`config.mk`:
```
export PLATFORM = sky130hd
export DESIGN_NAME = bill_front_end
export DESIGN_NICKNAME = d
export VERILOG_FILES = /design/src/rtl/bill_front_end.sv
export SDC_FILE = /design/constraint.sdc
export NUM_CORES = 1
export LEC_CHECK = 0
export ABC_AREA = 1
export CORE_MARGIN = 2
export CORE_UTILIZATION = 40
export DETAILED_ROUTE_END_ITERATION = 6
export GPL_TIMING_DRIVEN = 0
export SKIP_LAST_GASP = 1
export SYNTH_ARGS = -nofsm -noshare
export SYNTH_HDL_FRONTEND = slang
export SYNTH_SLANG_ARGS = --single-unit
```
`constraint.sdc`:
```
create_clock -name clk -period 1.4 [get_ports clk]
set_input_delay 0.28 -clock clk [delete_from_list [all_inputs] [get_ports clk]]
set_output_delay 0.28 -clock clk [all_outputs]
set_load 0.01 [all_outputs]
```
`src/rtl/bill_front_end.sv`:
```
// Input front end for the vending FSM: validates bill pulses by width, debounces the
// two buttons and arbitrates everything into clean single-cycle pulses.

module btn_debounce #(
   parameter int DEB = 3
) (
   input  logic clk,
   input  logic rst,
   input  logic raw,
   output logic rise
);
   localparam int DW = (DEB > 1) ? $clog2(DEB) : 1;

   logic [1:0]    sync;
   logic          level;
   logic [DW-1:0] cnt;

   // NOTE: non-blocking assignments let sync[1] pick up the old sync[0], giving a true two-stage chain.
   always_ff @(posedge clk or negedge rst) begin
      if (!rst) begin
         sync  <= '0;
         level <= 1'b0;
         cnt   <= '0;
         rise  <= 1'b0;
      end else begin
         sync <= {sync[0], raw};
         rise <= 1'b0;
         if (sync[1] == level) begin
            cnt <= '0;
         end else if (cnt == DW'(DEB - 1)) begin
            level <= sync[1];
            cnt   <= '0;
            rise  <= sync[1];
         end else begin
            cnt <= cnt + 1'b1;
         end
      end
   end
endmodule

module bill_front_end #(
   parameter int MIN_W = 4,
   parameter int MAX_W = 16,
   parameter int DEB   = 3,
   parameter int CNT_W = 5
) (
   input  logic       clk,
   input  logic       rst,
   input  logic       bill_sense,
   input  logic       btn_purchase,
   input  logic       btn_cancel,
   input  logic       accept_en,
   output logic       insert_bill,
   output logic       purchase,
   output logic       cancel,
   output logic       reject,
   output logic       jam,
   output logic [7:0] bill_count
);
   typedef enum logic [1:0] {
      B_IDLE,
      B_MEASURE,
      B_JAM
   } bill_state_t;

   bill_state_t      state;
   logic [1:0]       bill_sync;
   logic [CNT_W-1:0] w;
   logic             s;
   logic             rise_p, rise_c;
   logic             pend_p, pend_c;
   logic             want_p, want_c;
   logic             bill_accept;

   btn_debounce #(.DEB(DEB)) u_deb_purchase (
      .clk (clk),
      .rst (rst),
      .raw (btn_purchase),
      .rise(rise_p)
   );

   btn_debounce #(.DEB(DEB)) u_deb_cancel (
      .clk (clk),
      .rst (rst),
      .raw (btn_cancel),
      .rise(rise_c)
   );

   assign s = bill_sync[1];

   // A bill is judged in the first cycle the synchronised sense is seen low.
   assign bill_accept = (state == B_MEASURE) && !s && (w >= CNT_W'(MIN_W)) && accept_en;

   assign want_c = rise_c | pend_c;
   assign want_p = rise_p | pend_p;

   always_ff @(posedge clk or negedge rst) begin
      if (!rst) begin
         bill_sync   <= '0;
         state       <= B_IDLE;
         w           <= '0;
         jam         <= 1'b0;
         reject      <= 1'b0;
         insert_bill <= 1'b0;
         bill_count  <= '0;
         purchase    <= 1'b0;
         cancel      <= 1'b0;
         pend_p      <= 1'b0;
         pend_c      <= 1'b0;
      end else begin
         bill_sync   <= {bill_sync[0], bill_sense};
         reject      <= 1'b0;
         insert_bill <= bill_accept;

         case (state)
            B_IDLE: begin
               if (s) begin
                  state <= B_MEASURE;
                  w     <= CNT_W'(1);
               end
            end
            B_MEASURE: begin
               if (s) begin
                  if (w >= CNT_W'(MAX_W)) begin
                     state <= B_JAM;
                     jam   <= 1'b1;
                  end else begin
                     w <= w + 1'b1;
                  end
               end else begin
                  state <= B_IDLE;
                  w     <= '0;
                  if (w >= CNT_W'(MIN_W) && !accept_en) reject <= 1'b1;
               end
            end
            B_JAM: begin
               if (!s) begin
                  state  <= B_IDLE;
                  w      <= '0;
                  jam    <= 1'b0;
                  reject <= 1'b1;
               end
            end
            default: begin
               state <= B_IDLE;
               w     <= '0;
               jam   <= 1'b0;
            end
         endcase

         if (bill_accept && bill_count != 8'hFF) bill_count <= bill_count + 1'b1;

         // Commands yield to a bill pulse for one cycle; cancel always beats purchase.
         if (bill_accept) begin
            purchase <= 1'b0;
            cancel   <= 1'b0;
            pend_c   <= want_c;
            pend_p   <= want_p & ~want_c;
         end else begin
            cancel   <= want_c;
            purchase <= want_p & ~want_c;
            pend_c   <= 1'b0;
            pend_p   <= 1'b0;
         end
      end
   end
endmodule

```
==> impl_metrics.env <==
export IMPL_status="finished, final reports clean"
export IMPL_cts_buffers=5
export IMPL_clockPowerShare=0.261
export IMPL_synth_simple_area_share=0.278
export IMPL_viasPerCell=4.82
export IMPL_dpl_cell_area_um2=1880
export IMPL_dp_slack_ns=-0.175
export IMPL_maxSlewViolCount=0
export IMPL_design_area_um2=2080
export IMPL_fp_dieW_um=68.2
export IMPL_synthTopCellsByCount="51 x nand2_1, 36 x dfrtp_1, 20 x inv_1, 15 x nor2_1"
export IMPL_synth_xor_area_frac=0.0319
export IMPL_clk_latency_ns=0.30
export IMPL_start_kind="flop"
export IMPL_hold_path_class="in -> async"
export IMPL_hold_violations=0
export IMPL_core_um2=3970
export IMPL_antenna_found_initial=0
export IMPL_cts_tree="done"
export IMPL_io_pins=19
export IMPL_synth_top_family_by_area="simple AND/OR/NAND/NOR gates"
export IMPL_io_buffers=18
export IMPL_power_density_nw_per_um2=1370
export IMPL_yosysTopAreaCell="dfrtp_1"
export IMPL_end_kind="flop"
export IMPL_p_int_mw=1.91
export IMPL_ys_seq_area_frac=0.547
export IMPL_drc_errors=0
export IMPL_synth_fa_ha_area_frac=0.0380
export IMPL_crit_arrival_ns=1.64
export IMPL_maxCapViolCount=0
export IMPL_synth_edf_count=0
export IMPL_wl_per_cell_um=11.3
export IMPL_cts_clk_slew_worst_paths_ns=0.08
export IMPL_sequentialPowerShare=0.469
export IMPL_synth_top_area_frac=0.547
export IMPL_syn_inst=179
export IMPL_skew_ns=0.00906
export IMPL_htreeDepth=2
export IMPL_swShare=0.328
export IMPL_die_h_um=68.2
export IMPL_required_ns=1.64
export IMPL_vias=1272
export IMPL_first_iter_violations=44
export IMPL_grt_pass1_wl_um=5420
export IMPL_relSlewSlack=0.489
export IMPL_routabilityCongestion=0.765
export IMPL_synth_area_leaders="dfrtp_1 55%, nand2_1 12%, inv_1 4.6%"
export IMPL_setup_viol=0
export IMPL_synthArstFlopShare=1.00
export IMPL_p_comb_frac=0.270
export IMPL_synth_seq_cells=36
export IMPL_yosysWarnings=0
export IMPL_track_usage=0.160
export IMPL_cts_sinks=36
export IMPL_power_mw=2.84
export IMPL_grt_start_max_net_pins=37
export IMPL_leakage_nw=1.09
export IMPL_root_buffer="clkbuf_8"
export IMPL_synth_nets=190
export IMPL_clk_path_buf_depth=2
export IMPL_syn_cell_area_um2=1650
export IMPL_postSynthAreaPerCell_um2=9.20
export IMPL_max_freq_ghz=0.716
export IMPL_antenna_cells=0
export IMPL_final_antenna_net_count=0
export IMPL_grt_pass1_vias=1275
export IMPL_crit_fanout=8
export IMPL_drt_first_pass_iters=4
export IMPL_yosysUniqueCellTypes=28
export IMPL_dieArea_um2=4650
export IMPL_drive_above_1_share=0.196
export IMPL_peakVddDrop_mv=0.775
export IMPL_path_class="reg -> reg"
export IMPL_rsz0062_at_grt="yes"
export IMPL_p_switching_mw=0.933
export IMPL_synthFlopType="dfrtp_1"
export IMPL_synth_compound_area_frac=0.0456
export IMPL_fin_nets=224
export IMPL_hold_buffers=0
export IMPL_fin_crit_ns=1.40
export IMPL_synth_most_common_cell="nand2_1"
export IMPL_fin_ws_ns=0.00292
export IMPL_area_delta_synth_final_pct=26.1
export IMPL_min_period_over_period=0.998
export IMPL_rows=23
export IMPL_initial_utilization=0.415
export IMPL_muxShareOfSynthArea=0.00684
export IMPL_gr_total_overflow=0
export IMPL_routed_wl_um=2980
export IMPL_tightest_slew_ns=0.766
export IMPL_hold_ws_ns=0.0500
export IMPL_place_hpwl_um=2110
-- layout by cell type (no fill, tap or decap), types with 3 or more instances in the layout --
cell	n
buf_4	8
clkbuf_8	5
clkdlybuf4s50_1	4
dfrtp_1	35
dlygate4sd2_1	13
inv_1	18
inv_2	3
nand2_1	50
nand2_2	3
nand3_1	6
nand4_1	3
nor2_1	15
nor2_4	3
nor3_1	4
o21ai_0	7
xnor2_1	3
xor2_1	3
-- final cells by class --
cell class | instances | area, um2
clock buffers | 5 | 68.8
clock inverters | 3 | 21.3
fillers | 374 | 1900
inverters | 23 | 91.3
multi-input cells | 120 | 699
flip-flops and latches | 36 | 902
well taps | 50 | 62.6
repair buffers | 27 | 230
-- power by group through the flow --
stage,registers [mW],clock network (mW),logic [mW]
3_5_place_dp,1.37,0,0.682
2_1_floorplan,1.35,0,0.470
4_1_cts,1.33,0.769,0.742
6_report,1.33,0.744,0.767
5_1_grt,1.36,0.821,0.885
3_3_place_gp,1.35,0,0.658
-- worst max-delay path: stages, from the launching register on --
cell,delay (ns)
dfrtp_1,0.39
inv_2,0.10
ha_4,0.18
inv_4,0.04
nor2_4,0.13
nand3_4,0.12
nor2_4,0.23
nand2_1,0.08
nand2_1,0.07
-- logic make-up (layout without fill, tap and decap cells) --
family | Yosys count | in the layout
simple gates | 95 | 95
flops | 36 | 36
buf+inv | 23 | 58
compound gates | 13 | 13
xor+xnor | 6 | 6
fa+ha+maj | 5 | 5
mux | 1 | 1
-- registers in the layout, indices dropped and copies added, names as in the netlist, 2 cells and up --
signal	count
u_deb_purchase.sync	2
state	2
bill_sync	2
u_deb_cancel.sync	2
u_deb_purchase.cnt	2
bill_count	8
u_deb_cancel.cnt	2
w	5
-- final timing paths --
check	start	end	depth (start not counted)	slack, ns
min reg2reg	u_deb_purchase.sync[0]$_DFF_PN0_	u_deb_purchase.sync[1]$_DFF_PN0_	0	0.36
min	rst	bill_count[6]$_DFFE_PN0P_	1	0.05
max in group asynchronous	rst	bill_count[3]$_DFFE_PN0P_	1	0.83
max	state[1]$_DFFE_PN0P_	bill_count[7]$_DFFE_PN0P_	8	0.003
max reg2reg	state[1]$_DFFE_PN0P_	bill_count[7]$_DFFE_PN0P_	8	0.003
min in group clk	u_deb_purchase.sync[0]$_DFF_PN0_	u_deb_purchase.sync[1]$_DFF_PN0_	0	0.36
-- metrics by stage --
stage               setup TNS, ns  utilization  instances
floorplan                       0            -        179
global placement           -27.59        0.476        247
detailed placement          -1.42        0.474        247
CTS                             0        0.515        263
global route               -0.990        0.523        264
finish                          0        0.523        264
-- what timing repair did --
action	4_1_cts	5_1_grt
buffers inserted	8	1
setup endpoints to repair	23	16
gates cloned	0	0
pin swaps	1	21
gates resized for setup	20	7
-- per-layer routing --
metal,GRT usage,vias to the layer above,wire (um)
li1,-,634,-
met1,0.188,608,1260
met2,0.266,21,1520
met3,0.0543,9,127
met4,0.0650,0,64
met5,0,-,0
No activity file was read; power rests on OpenSTA's default activity.
